<file path="config.mk">
export PLATFORM = sky130hd
export DESIGN_NAME = vld_data_fifo
export DESIGN_NICKNAME = d
export VERILOG_FILES = /design/src/rtl/vld_data_fifo.sv
export SDC_FILE = /design/constraint.sdc
export NUM_CORES = 1
export LEC_CHECK = 0
export CORE_MARGIN = 2
export CORE_UTILIZATION = 30
export CTS_BUF_LIST = sky130_fd_sc_hd__clkbuf_16
export DETAILED_ROUTE_END_ITERATION = 8
export HOLD_SLACK_MARGIN = 0.08
export PLACE_DENSITY = 0.53
export SYNTH_ARGS = -nofsm -noshare
export SYNTH_HDL_FRONTEND = slang
export SYNTH_SLANG_ARGS = --single-unit
</file>
<file path="constraint.sdc">
create_clock -name clk -period 4.3 [get_ports clk]
set_input_delay 0.86 -clock clk [delete_from_list [all_inputs] [get_ports clk]]
set_output_delay 0.86 -clock clk [all_outputs]
set_load 0.01 [all_outputs]
</file>
<file path="src/rtl/vld_data_fifo.sv">
// First-word-fall-through valid/ready buffer stage with flush, occupancy,
// almost-full and high-water-mark reporting. Storage is a circular array.
module vld_data_fifo #(
  parameter int WIDTH        = 8,
  parameter int DEPTH        = 4,
  parameter int AFULL_THRESH = 3,
  localparam int CW          = $clog2(DEPTH + 1),
  localparam int PW          = $clog2(DEPTH)
) (
  input  logic             clk,
  input  logic             rst,
  input  logic             flush,
  input  logic             in_vld,
  output logic             in_rdy,
  input  logic [WIDTH-1:0] in_data,
  output logic             out_vld,
  input  logic             out_rdy,
  output logic [WIDTH-1:0] out_data,
  output logic [CW-1:0]    count,
  output logic             almost_full,
  output logic [CW-1:0]    hwm
);

  // Handshake: a word moves when valid and ready are both high at a rising
  // edge. in_rdy and out_vld depend only on registered state (plus rst/flush).
  localparam logic [CW-1:0] FULL_CNT  = CW'(DEPTH);
  localparam logic [CW-1:0] AFULL_CNT = CW'(AFULL_THRESH);
  localparam logic [CW-1:0] ONE_CNT   = CW'(1);
  localparam logic [PW-1:0] LAST_PTR  = PW'(DEPTH - 1);
  localparam logic [PW-1:0] ONE_PTR   = PW'(1);

  logic [WIDTH-1:0] r_mem [DEPTH];
  logic [PW-1:0]    r_rd_ptr;
  logic [PW-1:0]    r_wr_ptr;
  logic [CW-1:0]    r_count;
  logic [CW-1:0]    r_hwm;

  logic             w_push;
  logic             w_pop;
  logic [CW-1:0]    w_count_nxt;
  logic [CW-1:0]    w_hwm_nxt;
  logic [PW-1:0]    w_rd_ptr_inc;
  logic [PW-1:0]    w_wr_ptr_inc;

  assign in_rdy      = !rst && !flush && (r_count != FULL_CNT);
  assign out_vld     = (r_count != '0);
  assign almost_full = (r_count >= AFULL_CNT);
  assign out_data    = out_vld ? r_mem[r_rd_ptr] : '0;
  assign count       = r_count;
  assign hwm         = r_hwm;

  assign w_push = in_vld && in_rdy;
  assign w_pop  = out_vld && out_rdy;

  // Explicit wrap keeps non-power-of-two depths correct.
  assign w_rd_ptr_inc = (r_rd_ptr == LAST_PTR) ? '0 : r_rd_ptr + ONE_PTR;
  assign w_wr_ptr_inc = (r_wr_ptr == LAST_PTR) ? '0 : r_wr_ptr + ONE_PTR;

  always_comb begin
    w_count_nxt = r_count;
    case ({w_push, w_pop})
      2'b10:   w_count_nxt = r_count + ONE_CNT;
      2'b01:   w_count_nxt = r_count - ONE_CNT;
      default: w_count_nxt = r_count;
    endcase
  end

  assign w_hwm_nxt = (w_count_nxt > r_hwm) ? w_count_nxt : r_hwm;

  always_ff @(posedge clk or posedge rst) begin
    if (rst) begin
      r_rd_ptr <= '0;
      r_wr_ptr <= '0;
      r_count  <= '0;
      r_hwm    <= '0;
    end else if (flush) begin
      r_rd_ptr <= '0;
      r_wr_ptr <= '0;
      r_count  <= '0;
      r_hwm    <= '0;
    end else begin
      if (w_pop) begin
        r_rd_ptr <= w_rd_ptr_inc;
      end
      if (w_push) begin
        r_wr_ptr <= w_wr_ptr_inc;
      end
      r_count <= w_count_nxt;
      r_hwm   <= w_hwm_nxt;
    end
  end

  // Storage is intentionally not reset; occupancy alone defines validity.
  always_ff @(posedge clk) begin
    if (w_push) begin
      r_mem[r_wr_ptr] <= in_data;
    end
  end

endmodule

</file>
Word level (Yosys, flattened, before mapping)
Memory sizes are Yosys's and may differ from the RTL's.
Cells that the tools add are included.
{"block": "totals", "regBits": 10, "latch_bits": 0, "ram_bits": 32, "romBits": 0, "input_bits": 13, "out_inout_bits": 17, "elab_cells": 39, "memories": 1}
{"block": "op_classes", "add_sub_neg": 4, "mul": 0, "div": 0, "magnitude_cmp": 2, "eq_ne": 5, "shift": 0, "muxes": 13, "n_bitwise": 0, "n_reduce_logical": 10}
{"memory": "r_mem", "depth": 4, "word_bits": 8, "rd": 1, "rd_clocked_by_memory_dff": 0, "wr": 1, "line_no": "32", "text": "logic [WIDTH-1:0] r_mem [DEPTH];"}
{"operator": "$mux 2", "n": 6}
{"operator": "$mux 3", "n": 3}
{"operator": "$mux 8", "n": 1}
{"operator": "$eq 2x2->1 const B", "n": 3}
{"operator": "$pmux 3 s2", "n": 1}
{"operator": "$reduce_bool 2->1", "n": 3}
{"operator": "$add 2x1->2 const B", "n": 2}
{"operator": "$logic_and 1x1->1", "n": 4}
{"operator": "$add 3x1->3 const B", "n": 1}
{"operator": "$ge 3x2->1 const B", "n": 1}
{"operator": "$gt 3x3->1", "n": 1}
{"operator": "$ne 3x3->1 const B", "n": 1}
{"operator": "$reduce_bool 3->1", "n": 1}
{"operator": "$sub 3x1->3 const B", "n": 1}
{"operator": "$eq 2x1->1 const B", "n": 1}
{"operator": "$logic_not 1->1", "n": 2}
{"operator": "$mux 1", "n": 2}

Longest topological paths before layout
{"block": "depth", "ltp_word": 9, "mapped_depth": 14, "depth_no_buf": 14}

Worst setup path before layout
OpenSTA, ideal clock, no wires.
{"block": "synth_timing", "path_type": "input to register", "start": "input port flush", "end": "register r_hwm[2], in the netlist hwm[2]", "setup_time_ns": 0.094, "t_arrival_ns": 3.287, "t_required_ns": 4.206, "path_slack_ns": 0.919, "path_stages": 13, "n_path_buf": 0, "path_cell_list": "nor4b_4 inv_1 ha_1 fa_1 xnor2_1 nor2_1 xnor2_1 inv_1 ha_1 and3_1 a21oi_2 nor2_1 a211oi_1"}
{"block": "synth_via", "elab_chain_cells": 8, "elab_cells_between_ends": 11, "classes_between": "order compare: 1; eq/ne: 2; mux: 3; reduce/logical: 5"}
{"element": "from (decl)", "line_no": "12", "text": "input logic flush,"}
{"element": "$logic_not 1->1", "line_no": "45", "text": "assign in_rdy = !rst && !flush && (r_count != FULL_CNT);"}
{"element": "$logic_and 1x1->1 (2 in series)", "line_no": "45"}
{"element": "$logic_and 1x1->1", "line_no": "52", "text": "assign w_push = in_vld && in_rdy;"}
{"element": "$eq 2x1->1 or $eq 2x2->1 (tied branches)", "line_no": "61", "text": "case ({w_push, w_pop})"}
{"element": "$pmux 3 s2", "line_no": "61"}
{"element": "$gt 3x3->1 or $mux 3 (tied branches)", "line_no": "68", "text": "assign w_hwm_nxt = (w_count_nxt > r_hwm) ? w_count_nxt : r_hwm;"}
{"element": "$reduce_bool 2->1 (no line) or $mux 3 (tied branches)"}
{"element": "to (signal assigned)", "line_no": "89", "text": "r_hwm <= w_hwm_nxt;"}
{"element": "to (decl)", "line_no": "36", "text": "logic [CW-1:0] r_hwm;"}
Parallel ways exist; a longest one is shown, timed or not. The select of a mux whose other input is x is not followed.
A chain may end at the register's enable or synchronous reset.

Worst setup path after layout
{"block": "layout_timing", "start": "input port rst", "end": "register r_hwm[2], in the netlist hwm[2]"}
{"block": "layout_via", "elab_chain_cells": 8, "elab_cells_between_ends": 11, "classes_between": "order compare: 1; eq/ne: 2; mux: 3; reduce/logical: 5"}
{"element": "from (decl)", "line_no": "11", "text": "input logic rst,"}
{"element": "$logic_not 1->1 (no line) (*)"}
{"element": "$logic_and 1x1->1 (*) (2 in series)", "line_no": "45"}
{"element": "$logic_and 1x1->1 (*)", "line_no": "52"}
{"element": "$eq 2x1->1 or $eq 2x2->1 (tied branches)", "line_no": "61"}
{"element": "$pmux 3 s2 (*)", "line_no": "61"}
{"element": "$gt 3x3->1 or $mux 3 (tied branches)", "line_no": "68"}
{"element": "$reduce_bool 2->1 (no line) or $mux 3 (tied branches)"}
Every way passes the cells marked *; elsewhere a longest branch is shown, timed or not. The select of a mux whose other input is x is not followed.

==> run metrics <==
top cells by area, synth=edfxtp_1 51%, dfrtp_1 13%, mux4_2 9.5%, ha_1 6.0%, and2_1 4.0%; root buffer cell=clkbuf_16; Synth top cells by count=32 x edfxtp_1, 12 x and2_1, 10 x dfrtp_1, 9 x ha_1, 9 x inv_1; synth warn=0; Final setup viols=0; drt wl/cell=15.19 um; routed via count=1091; CP required=4.50 ns; mux cell area share after synthesis=0.1005; WL final=3510 um; Tmin final=3.653 ns; Ports=30; status=complete, no violations; PD cells=554.6 nW/um^2; max cap viols=0; Antenna Cells=0; aggregate global routing overflow=0; Synth Area in XOR/XNOR=0.01389; DR DRC count=0; worst reg2reg path depth=14; post-cts sizing count=0; dpl cell area=2265 um^2; clk_lat worst skew=0.28 ns; WS Path Type=in2reg; Seq cells post-synth=42; Synth Flop Type=edfxtp_1; clk_skew=0.005702 ns; WP data arrival=3.85 ns; vias in the first global route=1167; Starting Density=0.3158; Std-Cell Rows=28; hold depth=2; first-pass GRT wire length=5844 um; Layout fillers=563; Synth Area in Compound Gates=0.03505; largest net degree at the start of global routing=13; CTS tree=built; nets=178; initial DRC count=60; core box area=5991 um^2; Clock H-tree levels=2; Avg Inst Size Synth=15.63 um^2; post-synthesis sequential area ratio=0.6402; count leader, synth=edfxtp_1; Final Cycle Share=0.8496; ys async rst share=0.2381; Distinct cells, synth=29; CTS Buf Count=5; Max VDD drop=0.2080 mV; Syn Nets=144; post-layout instance area=2402 um^2; crit-path max FO=6; Post-Syn Area=1892 um^2; GPL Wtd Cong=0.6511; die area=6957 um^2; Hold Crit Class=reg2reg; post-synthesis simple-gate area fraction=0.1085; post-route ant nets=0; Die H=83.41 um; Register Area=1211 um^2; Crit. End Element=flip-flop; Yosys top cell area share=0.5079; post-CTS setup buffer count=0; post-synthesis adder-cell area fraction=0.07011; RSZ-0062 raised after global routing=false; P_leak=0.0008990 uW; footprint of the multi-input gates=620.6 um^2; sequential power share=0.385; Die X=83.41 um; clock buffer depth=2; worst-margin pin slew=0.6160 ns; largest family of logic cells by synthesized area=simple AND/OR/NAND/NOR gates; count of TritonRoute iterations in the first routing pass=4; setup_tns=0 ns; Combinational Power Share=0.351; P_int=922.6 uW; Hold Violations, Final=0; sw frac=0.3075; EDFF count, synth=32; Clk pwr share=0.264; leading area contributor after synthesis=edfxtp_1; PortBufs=29; fmax=273.7 MHz; Detail Placement HPWL=2464 um; Net Sw Power=409.7 uW; CTS Hold Bufs=0; Cells after Synth=121; Layout area overhead=26.98%; share of cells above drive strength 1=0.1282; Worst-path clk slew=0.06 ns; gr usage total=0.1096; Max transition margin=0.5893; clock sink count=42; initial antenna violation count=0; vias per inst=4.723; startpoint types=primary input; Slew Limit Fails=0
==> layout by cell type, fill, tap and decap left out, types with 2 or more instances in the layout <==
cell type,count
or3_1,2
mux4_2,8
clkbuf_16,5
inv_1,10
and2_1,12
ha_1,9
o31ai_1,3
dfrtp_1,10
edfxtp_1,32
buf_4,2
a21oi_1,3
xnor2_1,2
nor2_1,6
nand2_1,6
clkdlybuf4s50_1,29
==> critical path, stage by stage <==
cell,delay (ns)
clkdlybuf4s50_1,0.47
nor4b_4,0.29
inv_1,0.07
ha_1,0.21
fa_1,0.38
xnor2_1,0.17
nor2_1,0.07
xnor2_1,0.25
inv_1,0.08
ha_1,0.31
and3_1,0.20
a21oi_2,0.22
nor2_1,0.08
a211oi_1,0.20
==> power groups by stage <==
| stage | sequential, uW | clock, uW | combinational (uW) |
|---|---|---|---|
| after floorplan | 503 | 0 | 299 |
| final | 513 | 351 | 468 |
| after global placement | 523 | 0 | 455 |
| after global routing | 523 | 380 | 516 |
| after CTS | 517 | 357 | 474 |
| after detailed placement | 524 | 0 | 471 |
==> flip-flops by register name, indices dropped and copies added (netlist names) <==
signal and cells:
hwm 3, r_rd_ptr 2, count 3, r_mem 32, r_wr_ptr 2
==> layer usage <==
metal / part of all wire / vias up / routed length [um] / GRT usage
li1: - / 505 / - / -
met1: 0.44 / 555 / 1548 / 0.1365
met2: 0.50 / 26 / 1767 / 0.1774
met3: 0.039 / 5 / 136 / 0.03181
met4: 0.016 / 0 / 57 / 0.04839
met5: 0 / - / 0 / 0
==> final timing paths <==
kind                               endpoint     start  slack, ns
worst max-delay path                 hwm[2]       rst       0.65
worst min-delay path                 hwm[1]    hwm[1]       0.59
worst max register to register       hwm[2]  count[1]       0.75
worst min register to register       hwm[1]    hwm[1]       0.59
max in group asynchronous       r_wr_ptr[1]       rst       3.04
min in group asynchronous            hwm[0]       rst       0.98
==> stage by stage <==
stage	instances	total power [uW]	worst slack, ns	utilization	hold slack (ns)
2_1_floorplan	121	802.2	0.9189	-	0.5556
3_3_place_gp	223	977.0	0.4804	0.3780	0.5693
3_5_place_dp	223	995.9	0.3195	0.3780	0.5592
4_1_cts	231	1348	0.6487	0.4010	0.5905
5_1_grt	231	1419	0.3860	0.4010	0.6232
6_report	231	1332	0.6468	0.4010	0.5886
==> layout make-up <==
cell class,instances,share of cell area
tap,75,0.03906
inverter,9,0.01406
clock inverter,3,0.005208
sequential,42,0.5042
clock buffer,5,0.05208
timing repair buffer,31,0.1271
multi-input combinational,66,0.2583
==> cell families (layout without fill, tap and decap cells) <==
logic type / after synthesis / count (layout)
XOR/XNOR: 3 / 3
adder cells (fa/ha/maj): 10 / 10
flip-flops: 42 / 42
AND/OR/NAND/NOR: 34 / 34
buffers and inverters: 13 / 48
AO/OA/AOI/OAI: 10 / 10
multiplexers: 9 / 9
Note: power is estimated with default switching activity, not from simulation.
==> RTL edit (same flow settings) <==
Register the output `count` once more, cleared by the reset; this adds one clock of latency there. The other outputs are not delayed to match.
--- a/src/rtl/vld_data_fifo.sv
+++ b/src/rtl/vld_data_fifo.sv
@@ -46,7 +46,13 @@
   assign out_vld     = (r_count != '0);
   assign almost_full = (r_count >= AFULL_CNT);
   assign out_data    = out_vld ? r_mem[r_rd_ptr] : '0;
-  assign count       = r_count;
+  always_ff @(posedge clk or posedge rst) begin
+    if (rst) begin
+      count <= '0;
+    end else begin
+      count <= r_count;
+    end
+  end
   assign hwm         = r_hwm;
 
   assign w_push = in_vld && in_rdy;
Formal check against the unedited RTL: not equivalent (Yosys sat finds a counterexample within 4 cycles, from zero or initial values and one cycle with rst high).
==> RTL edit against the unedited design <==
  * Wire length decreased by 0.68%
  * Worst setup slack got worse by 0.020 ns
  * Total power increased by 3.1%
  * Worst hold slack got worse by 0.099 ns
  * Critical path depth unchanged
  * Synthesized area increased by 4.0%
  * Cell area increased by 3.2%
  * Sequential cell count increased by 3
  * Highest routed layer unchanged
==> RTL edit: results (changes against the unedited design) <==
| Metric | Value |
|---|---|
| Outcome | `complete, no violations` |
| Vias in the first global route | `1,135 (-2.7%)` |
| Worst-Skew Late Latency | `0.28 ns (about the same)` |
| Max FO, Critical Path | `6 (unchanged)` |
| Final WL | `3490 µm (-0.68%)` |
| Clk_skew | `0.00335 ns (-0.00235 ns)` |
| Iteration-0 DRC Markers | `34 (-43%)` |
| CTS clk-pin slew, worst paths | `0.06 ns (about the same)` |
| Post-synth EDFFs | `32 (unchanged)` |
| Ys Warns | `0 (unchanged)` |
| Multiplexer share of the synthesized area | `9.67% (-0.38 points)` |
| Leak | `0.944 nW (+5.0%)` |
| Cells taking the most area after synthesis | `edfxtp_1 49%, dfrtp_1 17%, mux4_2 9.2%, ha_1 5.7%, and2_1 3.8%` |
| Worst slack, placed | `0.330 ns (+0.0108 ns)` |
| Top_reg_cell synth | `edfxtp_1` |
| Layout cells sized above 1 | `12.6% (-0.24 points)` |
| CP peak stage delay | `0.48 ns` |
| Layout net count | `181 (+1.7%)` |
| Switching power of the nets | `0.415 mW (+1.4%)` |
| DP HPWL | `2430 µm (-1.6%)` |
| Sequential area share after synthesis | `65.4% (+1.4 points)` |
| Worst VDD drop | `0.000342 V (+64%)` |
| Dpl cells | `228 (+2.2%)` |
| Largest register FFs | `32 (unchanged)` |
| Clock root buffer | `clkbuf_16` |
| FFs w/ async S/R, synth | `28.9% (+5.1 points)` |
| Worst EP arrival | `3.86 ns (about the same)` |
| Critical path's top delay family | `adder cells` |
| Synth top cells by count | `32 x edfxtp_1, 13 x dfrtp_1, 12 x and2_1` |
| Initial DRT Pass Iterations | `4 (unchanged)` |
| Global-route wire length before repair | `5640 µm (-3.4%)` |
| GRT Total Usage | `10.4% (-0.56 points)` |
| Routability cong. | `0.734 (+13%)` |
| Mean Syn Cell Area | `15.9 µm² (+1.5%)` |
| Compound-Gate Fraction of Synth Area | `3.37% (-0.13 points)` |
| Non-filler cells, final | `236 (+2.2%)` |
| Vias/cell | `4.62 (-2.1%)` |
| Final-layout fill cell count | `587 (+4.3%)` |
| Pin count of the biggest net entering global routing | `14 (+1)` |
| Adder-cell share of the synthesized area | `6.74% (-0.27 points)` |
| DP Area | `2340 µm² (+3.4%)` |
| Synth Area in XOR/XNOR | `1.34% (-0.053 points)` |
| HP Class | `reg2reg` |
| Post-Syn Nets | `147 (+2.1%)` |
| Initial antenna violation count | `0 (unchanged)` |
| Slew headroom | `58.8% (-0.15 points)` |
[RTL edit: layer usage]
layer | GRT usage [%] | part of all wire [%]
met3 | 3.89 | 5.1
met4 | 3.17 | 0.66
met1 | 12.7 | 43
met5 | 0 | 0
met2 | 17.3 | 52
[RTL edit: cell type report]
class | instances | area (µm²) | area share, %
sequential | 45 | 1290 | 51.9
multi-input combinational | 66 | 621 | 25.0
timing repair buffer | 31 | 305 | 12.3
clock buffer | 5 | 125 | 5.05
tap | 77 | 96.3 | 3.89
inverter | 9 | 33.8 | 1.36
clock inverter | 3 | 11.3 | 0.454
[RTL edit: cells by family after synthesis]
group	after synthesis
simple gates	34
fa+ha+maj	10
buf+inv	13
xor+xnor	3
flops	45
mux	9
compound gates	10
[RTL edit: power by group through the flow]
stage / sequential [mW] / combinational [mW] / clock [mW]
3_3_place_gp: 0.561 / 0.458 / 0
2_1_floorplan: 0.542 / 0.300 / 0
4_1_cts: 0.555 / 0.475 / 0.358
3_5_place_dp: 0.563 / 0.474 / 0
5_1_grt: 0.562 / 0.517 / 0.377
6_report: 0.551 / 0.474 / 0.348
[RTL edit: path summary, 6_finish.rpt]
kind / startpoint / end / slack (ns) / depth (start not counted)
max: rst / hwm[2] / 0.63 / 14
min: r_count[2] / count[2] / 0.49 / 0
max reg2reg: r_count[1] / hwm[2] / 0.75 / 14
min reg2reg: r_count[2] / count[2] / 0.49 / 0
max in group asynchronous: rst / r_wr_ptr[1] / 2.94 / 2
min in group asynchronous: rst / hwm[0] / 1.02 / 2
[RTL edit: through the flow]
stage	power, mW	hold slack (ns)
finish	1.37	0.490
floorplan	0.842	0.417
detailed placement	1.04	0.469
CTS	1.39	0.483
global route	1.46	0.507
global placement	1.02	0.475
